[src/rtl/serial_mag_cmp_pkg.sv]
// serial_mag_cmp_pkg
//   Shared types and constants for the bit-serial magnitude comparator.
//   cmp_state_t  : controller states (IDLE, SHIFT, DONE)
//   cmp_result_t : one-hot lt/eq/gt result bundle
//   CMP_MAX_WIDTH: largest supported operand width
package serial_mag_cmp_pkg;

    localparam int unsigned CMP_MAX_WIDTH = 64;

    typedef enum logic [1:0] {IDLE, SHIFT, DONE} cmp_state_t;

    typedef struct packed {
        logic lt;
        logic eq;
        logic gt;
    } cmp_result_t;

endpackage

[src/rtl/serial_mag_cmp_if.sv]
// serial_mag_cmp_if
//   Handshake bundle for serial_mag_cmp.
//   start/start_ready        : begin-comparison request and idle indication
//   bit_valid/a_bit/b_bit    : MSB-first operand bit pair stream
//   res_valid/res_ready      : result handshake
//   lt/eq/gt                 : one-hot result flags, valid with res_valid
//   modport master : the producer/consumer surrounding the comparator
//   modport slave  : the comparator itself
interface serial_mag_cmp_if;
    import serial_mag_cmp_pkg::*;

    logic start;
    logic start_ready;
    logic bit_valid;
    logic a_bit;
    logic b_bit;
    logic res_valid;
    logic res_ready;
    logic lt;
    logic eq;
    logic gt;

    modport master (
        output start, bit_valid, a_bit, b_bit, res_ready,
        input  start_ready, res_valid, lt, eq, gt
    );

    modport slave (
        input  start, bit_valid, a_bit, b_bit, res_ready,
        output start_ready, res_valid, lt, eq, gt
    );

endinterface

[src/rtl/serial_mag_cmp_decide.sv]
// serial_mag_cmp_decide
//   Combinational first-difference decision cell.
//   Inputs : a_bit, b_bit  current operand bits
//            decided       a difference has already been seen
//            is_msb        current pair is the first (sign) bit
//            lt_r, gt_r    current stored decision
//   Outputs: decided_nxt, lt_nxt, gt_nxt  updated decision
//   Macro SERIAL_MAG_CMP_SIGNED_EN: when defined, a difference in the sign
//   bit is interpreted two's complement (the operand with a 1 is smaller).
module serial_mag_cmp_decide
    import serial_mag_cmp_pkg::*;
(
    input  logic a_bit,
    input  logic b_bit,
    input  logic decided,
    input  logic is_msb,
    input  logic lt_r,
    input  logic gt_r,
    output logic decided_nxt,
    output logic lt_nxt,
    output logic gt_nxt
);

`ifndef SERIAL_MAG_CMP_SIGNED_EN
    logic unused_is_msb;
    assign unused_is_msb = is_msb;
`endif

    always_comb begin
        decided_nxt = decided;
        lt_nxt      = lt_r;
        gt_nxt      = gt_r;
        // Only the first differing pair matters; later pairs are ignored.
        if (!decided && (a_bit != b_bit)) begin
            decided_nxt = 1'b1;
`ifdef SERIAL_MAG_CMP_SIGNED_EN
            if (is_msb) begin
                lt_nxt = a_bit;
                gt_nxt = b_bit;
            end else begin
                lt_nxt = b_bit;
                gt_nxt = a_bit;
            end
`else
            lt_nxt = b_bit;
            gt_nxt = a_bit;
`endif
        end
    end

endmodule

[src/rtl/serial_mag_cmp.sv]
// serial_mag_cmp
//   Bit-serial magnitude comparator. Two WIDTH-bit operands arrive MSB
//   first, one pair per bit_valid beat; the result is offered on a
//   valid/ready handshake as one-hot lt/eq/gt.
//   Parameters: WIDTH operand width (2..CMP_MAX_WIDTH), default 8
//   Ports     : clk  rising-edge clock
//               rst  synchronous active-high reset
//               bus  serial_mag_cmp_if.slave (start, bit stream, result)
//   Macro SERIAL_MAG_CMP_SIGNED_EN selects two's complement comparison;
//   the port list is the same in both builds.
module serial_mag_cmp
    import serial_mag_cmp_pkg::*;
#(
    parameter int unsigned WIDTH = 8
) (
    input logic            clk,
    input logic            rst,
    serial_mag_cmp_if.slave bus
);

    localparam int unsigned CNT_W = $clog2(WIDTH + 1);
    localparam logic [CNT_W-1:0] LAST_IDX = CNT_W'(WIDTH - 1);

    if (WIDTH < 2 || WIDTH > CMP_MAX_WIDTH) begin : g_width_check
        $error("serial_mag_cmp: WIDTH out of range");
    end

    cmp_state_t       state, state_nxt;
    logic [CNT_W-1:0] cnt, cnt_nxt;
    logic             decided, decided_nxt;
    logic             lt_r, lt_nxt;
    logic             gt_r, gt_nxt;

    logic             cell_decided, cell_lt, cell_gt;
    logic             start_ready;
    logic             res_valid;
    cmp_result_t      result;

    serial_mag_cmp_decide u_decide (
        .a_bit       (bus.a_bit),
        .b_bit       (bus.b_bit),
        .decided     (decided),
        .is_msb      (cnt == '0),
        .lt_r        (lt_r),
        .gt_r        (gt_r),
        .decided_nxt (cell_decided),
        .lt_nxt      (cell_lt),
        .gt_nxt      (cell_gt)
    );

    always_ff @(posedge clk) begin
        if (rst) begin
            state   <= IDLE;
            cnt     <= '0;
            decided <= 1'b0;
            lt_r    <= 1'b0;
            gt_r    <= 1'b0;
        end else begin
            state   <= state_nxt;
            cnt     <= cnt_nxt;
            decided <= decided_nxt;
            lt_r    <= lt_nxt;
            gt_r    <= gt_nxt;
        end
    end

    always_comb begin
        state_nxt   = state;
        cnt_nxt     = cnt;
        decided_nxt = decided;
        lt_nxt      = lt_r;
        gt_nxt      = gt_r;
        start_ready = 1'b0;
        res_valid   = 1'b0;
        result      = '0;
        unique case (state)
            IDLE: begin
                start_ready = 1'b1;
                if (bus.start) begin
                    state_nxt   = SHIFT;
                    cnt_nxt     = '0;
                    decided_nxt = 1'b0;
                    lt_nxt      = 1'b0;
                    gt_nxt      = 1'b0;
                end
            end
            SHIFT: begin
                if (bus.bit_valid) begin
                    cnt_nxt     = cnt + CNT_W'(1);
                    decided_nxt = cell_decided;
                    lt_nxt      = cell_lt;
                    gt_nxt      = cell_gt;
                    if (cnt == LAST_IDX) begin
                        state_nxt = DONE;
                    end
                end
            end
            DONE: begin
                res_valid = 1'b1;
                result    = '{lt: lt_r, eq: ~decided, gt: gt_r};
                if (bus.res_ready) begin
                    state_nxt = IDLE;
                end
            end
            default: begin
                state_nxt = IDLE;
            end
        endcase
    end

    assign bus.start_ready = start_ready;
    assign bus.res_valid   = res_valid;
    assign bus.lt          = result.lt;
    assign bus.eq          = result.eq;
    assign bus.gt          = result.gt;

endmodule

[src/flat_wrapper.sv]
// flat-port wrapper written by rule: the top's interface ports become plain ports
module serial_mag_cmp_flat import serial_mag_cmp_pkg::*;
#(
    parameter int unsigned WIDTH = 8
)
  (clk, rst, bus_start, bus_bit_valid, bus_a_bit, bus_b_bit, bus_res_ready, bus_start_ready, bus_res_valid, bus_lt, bus_eq, bus_gt);
  serial_mag_cmp_if bus_i ();
  input logic clk;
  input logic rst;
  input wire logic [$bits(bus_i.start)-1:0] bus_start;
  input wire logic [$bits(bus_i.bit_valid)-1:0] bus_bit_valid;
  input wire logic [$bits(bus_i.a_bit)-1:0] bus_a_bit;
  input wire logic [$bits(bus_i.b_bit)-1:0] bus_b_bit;
  input wire logic [$bits(bus_i.res_ready)-1:0] bus_res_ready;
  output wire logic [$bits(bus_i.start_ready)-1:0] bus_start_ready;
  output wire logic [$bits(bus_i.res_valid)-1:0] bus_res_valid;
  output wire logic [$bits(bus_i.lt)-1:0] bus_lt;
  output wire logic [$bits(bus_i.eq)-1:0] bus_eq;
  output wire logic [$bits(bus_i.gt)-1:0] bus_gt;
  assign bus_i.start = bus_start;
  assign bus_i.bit_valid = bus_bit_valid;
  assign bus_i.a_bit = bus_a_bit;
  assign bus_i.b_bit = bus_b_bit;
  assign bus_i.res_ready = bus_res_ready;
  assign bus_start_ready = bus_i.start_ready;
  assign bus_res_valid = bus_i.res_valid;
  assign bus_lt = bus_i.lt;
  assign bus_eq = bus_i.eq;
  assign bus_gt = bus_i.gt;
  serial_mag_cmp #(.WIDTH(WIDTH)) u_core (.clk(clk), .rst(rst), .bus(bus_i));
endmodule
[config.mk]
export PLATFORM = sky130hd
export DESIGN_NAME = serial_mag_cmp_flat
export DESIGN_NICKNAME = d
export VERILOG_FILES = /design/src/rtl/serial_mag_cmp_pkg.sv /design/src/rtl/serial_mag_cmp_if.sv /design/src/rtl/serial_mag_cmp_decide.sv /design/src/rtl/serial_mag_cmp.sv /design/src/flat_wrapper.sv
export SDC_FILE = /design/constraint.sdc
export NUM_CORES = 1
export LEC_CHECK = 0
export BUFFER_PORTS_ARGS = -buffer_cell sky130_fd_sc_hd__buf_4
export CAP_MARGIN = 20
export CORE_AREA = 3 3 40 42
export CTS_BUF_LIST = sky130_fd_sc_hd__clkbuf_2
export DETAILED_ROUTE_END_ITERATION = 6
export DIE_AREA = 0 0 43 45
export GPL_ROUTABILITY_DRIVEN = 0
export GPL_TIMING_DRIVEN = 0
export PLACE_DENSITY = 0.55
export REMOVE_ABC_BUFFERS = 1
export SYNTH_ARGS = -nofsm -noshare
export SYNTH_HDL_FRONTEND = slang
export SYNTH_SLANG_ARGS = --single-unit
[constraint.sdc]
create_clock -name clk -period 1.68 [get_ports clk]
set_input_delay 0.084 -clock clk [delete_from_list [all_inputs] [get_ports clk]]
set_output_delay 0.084 -clock clk [all_outputs]
set_load 0.01 [all_outputs]
After elaboration in Yosys (flattened, before gate mapping). Cells that the tools add are included.

Input port bits: 7. Word-level logic and storage cells: 44. Bits in registers: 9. Output and inout bits: 5.

Reduce and logical (&&, ||, !) cells: 7. Muxes and demuxes: 21. Equal/unequal tests: 9. Bitwise operators: 1. Add/sub/neg operators: 1.

Operator list (count): 1-bit two-way mux (9); 2-bit two-way mux (4); 4-bit two-way mux (2); 2-bit != test, second input constant (4); 4-bit one-hot mux with 2 select lines (1); 4-bit AND reduction (2); 1-bit one-hot mux with 2 select lines (3); 2-bit one-hot mux with 3 select lines (1); 4-bit by 1-bit adder with 4-bit output, second input constant (1); 4-bit by 3-bit equality test with 1-bit output, second input constant (1); 3-bit two-way mux (1); 3-bit AND reduction (1); 2-bit by 1-bit equality test with 1-bit output, second input constant (1); 2-bit equality test, second input constant (1); 2-bit logical NOT (1); 2-bit by 1-bit != test with 1-bit output, second input constant (1); 2-bit nonzero test (1); 1-bit logical AND (1); 1-bit logical NOT (1); 1-bit != test (1); 1-bit NOT (1).

Depth between registers and ports, before layout.
Word-level depth: 5. Gate-level depth with buffers: 4. Depth with buffers taken out: 4.

Modules after synthesis. Synthesis repeated with hierarchy kept, for this count alone.

Cells, all modules: 61. Area total of the unflattened synthesis: 511.7 µm².

By module, submodules not included: serial_mag_cmp (cells each 50, times used 1, area each 459.2 µm², sequential area each 180.2 µm²); serial_mag_cmp_decide (cells each 11, times used 1, area each 52.6 µm², sequential area each 0.0 µm²).

Worst setup path before layout. No wires, ideal clock.

Kind: register to register. Start point: reg u_core.state[0]. End point: reg u_core.cnt[3]. Buffers on the path: 1. Slack: 0.455 ns. Cell stages (with the launch flop): 5. Data required time: 1.610 ns. Arrival: 1.155 ns. Library setup time: 0.070 ns. Clock period less this slack: 1.225 ns. Path through: dfxtp_1 -> buf_6 -> mux2i_2 -> or4_1 -> a21oi_1.

Word-level cells in the longest chain between the ends: 3. Elaborated cells between the ends (all ways): 7. Classes of those cells: eq/ne: 3; mux: 1; reduce/logical: 3.

Ends and longest elaborated chain: start, declared (RTL line serial_mag_cmp.sv:28) `cmp_state_t state, state_nxt;`; start signal, assigned (RTL line serial_mag_cmp.sv:59) `state <= state_nxt;`; 2-bit by 1-bit equality test with 1-bit output / 2-bit logical NOT (equally long branches) (RTL line serial_mag_cmp.sv:76) `unique case (state)`; 2-bit != test (no line) / 2-bit nonzero test (equally long branches); 3-bit AND reduction (no line); end signal, assigned (RTL line serial_mag_cmp.sv:60) `cnt <= cnt_nxt;`; end, declared (RTL line serial_mag_cmp.sv:29) `logic [CNT_W-1:0] cnt, cnt_nxt;`.

Parallel ways exist; a longest one is shown, timed or not. A chain may end at the register's enable or synchronous reset.

Worst setup path after layout.
Start point: reg u_core.state[1]. End point: out bus_eq.

Word-level cells in the longest chain between the ends: 2.

Ends and longest elaborated chain: 2-bit equality test (RTL line serial_mag_cmp.sv:76); 3-bit two-way mux (RTL line serial_mag_cmp.sv:76); end, declared (RTL line flat_wrapper.sv:18) `output wire logic [$bits(bus_i.eq)-1:0] bus_eq;`.

Every way passes these cells.

==> metrics.md <==
| Metric | Value |
|---|---|
| TNS Setup | 0 ns |
| Setup-failing EPs final | 0 |
| Total power | 0.417 mW |
| Outcome | finished clean |
| Rows | 13 |
| Synth Instances | 54 |
| Worst R2R Path Depth | 3 |
| CP cell instances | and2b_1 > nor2b_1 > buf_4 |
| Net Sw Power | 0.109 mW |
| CTS H-tree depth | 1 |
| Crit path time final | 1.42 ns |
| Reg2Reg Capture Point | u_core.cnt[0]$_SDFFE_PP0P_ |
| Max-slew violation count | 0 |
| Hold_sp | rst |
| Final period utilization | 84.4% |
| Hold_ws | 0.0459 ns |
| Die ar. | 1940 µm² |
| Clk sinks | 9 |
| R2R Setup Slk | 0.27 ns |
| DIE WIDTH | 43 µm |
| Resize count post-CTS | 0 |
| Number of enable flip-flop cells after synthesis | 0 |
| Crit-path max FO | 12 |
| Overflow after GRT | 0 |
| Antenna cells | 0 |
| DR iter-0 viols | 12 |
| Quantity of hold-fixing buffers added after cts | 0 |
| Final WL | 972 µm |
| # placed instances | 78 |
| Cell Int Power | 0.309 mW |
| CTS tree | built |
| Final net count | 76 |
| Root buffer cell | clkbuf_2 |
| Starting Density | 37.6% |
| Routed len/inst | 11.9 µm |
| #FFs+latches synth | 9 |
| CP delay by family, top | flip-flops |
| DP Wirelength | 708 µm |
| Vias | 408 |
| Sw Share | 26.0% |
| Critical path origin | u_core.state[1]$_SDFFE_PP0P_ |
| Setup CP Type | flip-flop to output pin |
| Sequential power share | 53.8% |
| Setup crit end | bus_eq |
| Io pins | 12 |
| Max incr delay on CP | 0.54 ns |
| Port Buf Inserts | 11 |
| Main synth FF type | dfxtp_1 |
| Fmax | 0.705 GHz |
| Pwr Density | 708 nW/µm² |
| Max_slew headroom | 77.1% |
| Fin Clk Skew | 0.0166 ns |
| Number of global-route vias before repair | 405 |
| Core area | 1280 µm² |
| Hold Fails Final Rpt | 0 |
| Largest net degree at the start of global routing | 13 |
| Reg2reg start | u_core.state[0]$_SDFFE_PP0P_ |
| CP Capture Type | output pin |
| Initial antenna violation count | 0 |
| Worst-Margin Slew | 0.343 ns |
| Top-area cell type share of the netlist area | 37.3% |
| Clock Path Buffers | 2 |
| Post-Layout Cell Count | 82 |
| Clock Latency Late Sink | 0.26 ns |
| Hold/Removal Path Class | input port to flip-flop |
| Leak pwr | 0.251 nW |
| Post-synth top area cell | dfxtp_1 |
| Synth cell types | 27 |
| Global-route wire length before repair | 1760 µm |
| Max VDD drop | 0.000451 V |
| Post-Synthesis Cell Area | 483 µm² |
| RSZ-0062 raised after global routing | false |
| Nature of the critical path startpoint | flip-flop |
| CTS clock-pin slew for the worst setup and hold paths | 0.10 ns |
| WP depth | 3 |
| Post-synthesis sequential area ratio | 37.3% |
| Gate power share | 11.9% |
| DR pass1 iterations | 3 |
| CP Data Required Time | 1.60 ns |
| Most frequent cells after synthesis | 9 x dfxtp_1, 5 x nand2_1, 5 x nand2b_1 |
| Fin util | 45.9% |
| Layout area overhead | 22.0% |
| Arrival time worst endpoint | 1.33 ns |
| Number of CTS-inserted buffers | 3 |
| Most numerous cell in the Yosys netlist | dfxtp_1 |
| MaxCap Viol Count | 0 |
| Slowest CP cell | dfxtp_1 |
| Ranking of synthesized cells by area | dfxtp_1 37%, nand2b_1 6.5%, mux2i_1 6.2% |
| Synth Area per Inst | 8.94 µm² |
| Total global routing track utilization | 12.3% |
| Share of cells above drive strength 1 | 26.9% |
| WP buf/inv | 1 |
| Setup bufs post-CTS | 0 |
| Synth warnings | 0 |
| Drt drc | 0 |
| DR vias/cell | 4.98 |
| Asr flop ratio synth | 0% |
| Chip height | 45 µm |
| Final ANT Viol Nets | 0 |
| Clock network power share | 34.3% |
[power by group through the flow]
stage / logic [mW] / clock network, mW / registers [mW]
6_report: 0.0497 / 0.143 / 0.224
5_1_grt: 0.0557 / 0.163 / 0.225
4_1_cts: 0.0501 / 0.147 / 0.224
3_5_place_dp: 0.0498 / 0 / 0.229
3_3_place_gp: 0.0497 / 0 / 0.229
2_1_floorplan: 0.0273 / 0 / 0.228
[layout by cell type (no fill, tap or decap), drive strengths merged, types with 2 or more instances in the layout]
cell    count
nor2        4
buf        11
nand3b      2
and2        2
nand2b      5
o21ai       2
a21oi       4
or3         2
dfxtp       9
mux2i       4
clkbuf      4
nand2       5
[sequential cells by signal, summed over array words and instances, names as in the netlist]
name	count
u_core.decided	1
u_core.gt_r	1
u_core.state	2
u_core.lt_r	1
u_core.cnt	4
[worst register-to-register path, stage by stage, from the launching register on]
cell	delay, ns
dfxtp_1	0.48
nor3b_2	0.30
or4b_1	0.47
o21ai_1	0.09
[per-stage QoR]
stage	setup WS (ns)	cell area (µm²)
3_3_place_gp	0.287	569
6_report	0.262	589
5_1_grt	0.0726	589
2_1_floorplan	0.448	468
3_5_place_dp	0.307	569
4_1_cts	0.241	589
[metal layers]
metal | global-route usage (%) | part of all wire, % | up-vias
met1 | 16.2 | 48 | 179
met3 | 7.97 | 9.9 | 0
met2 | 16.5 | 42 | 11
li1 | - | - | 218
met5 | 0 | 0 | -
met4 | 3.61 | 0 | 0
[how the worst min path moves through the flow]
stage / cells past startpoint / end
finish: 2 / u_core.state[1]$_SDFFE_PP0P_
global route: 2 / u_core.state[1]$_SDFFE_PP0P_
CTS: 2 / u_core.state[1]$_SDFFE_PP0P_
detailed placement: 2 / u_core.state[1]$_SDFFE_PP0P_
global placement: 2 / u_core.state[1]$_SDFFE_PP0P_
floorplan: 1 / u_core.decided$_SDFFE_PP0P_
[final cells by class]
| type | count | area, µm² |
|---|---|---|
| multi-input cells | 43 | 288 |
| well taps | 15 | 18.8 |
| flip-flops and latches | 9 | 180 |
| clock buffers | 4 | 20.0 |
| repair buffers | 11 | 82.6 |
| fillers | 150 | 696 |
[kinds of logic (layout without fill, tap and decap cells)]
| family | after synthesis | after routing | share of synthesized area [%] |
|---|---|---|---|
| AO/OA/AOI/OAI | 7 | 7 | 7.77 |
| adder cells (fa/ha/maj) | 1 | 1 | 2.59 |
| multiplexers | 4 | 4 | 9.07 |
| AND/OR/NAND/NOR | 30 | 30 | 38.3 |
| XOR/XNOR | 1 | 1 | 1.81 |
| buffers and inverters | 2 | 15 | 3.11 |
| flip-flops | 9 | 9 | 37.3 |
Note: power is estimated with default switching activity, not from simulation.
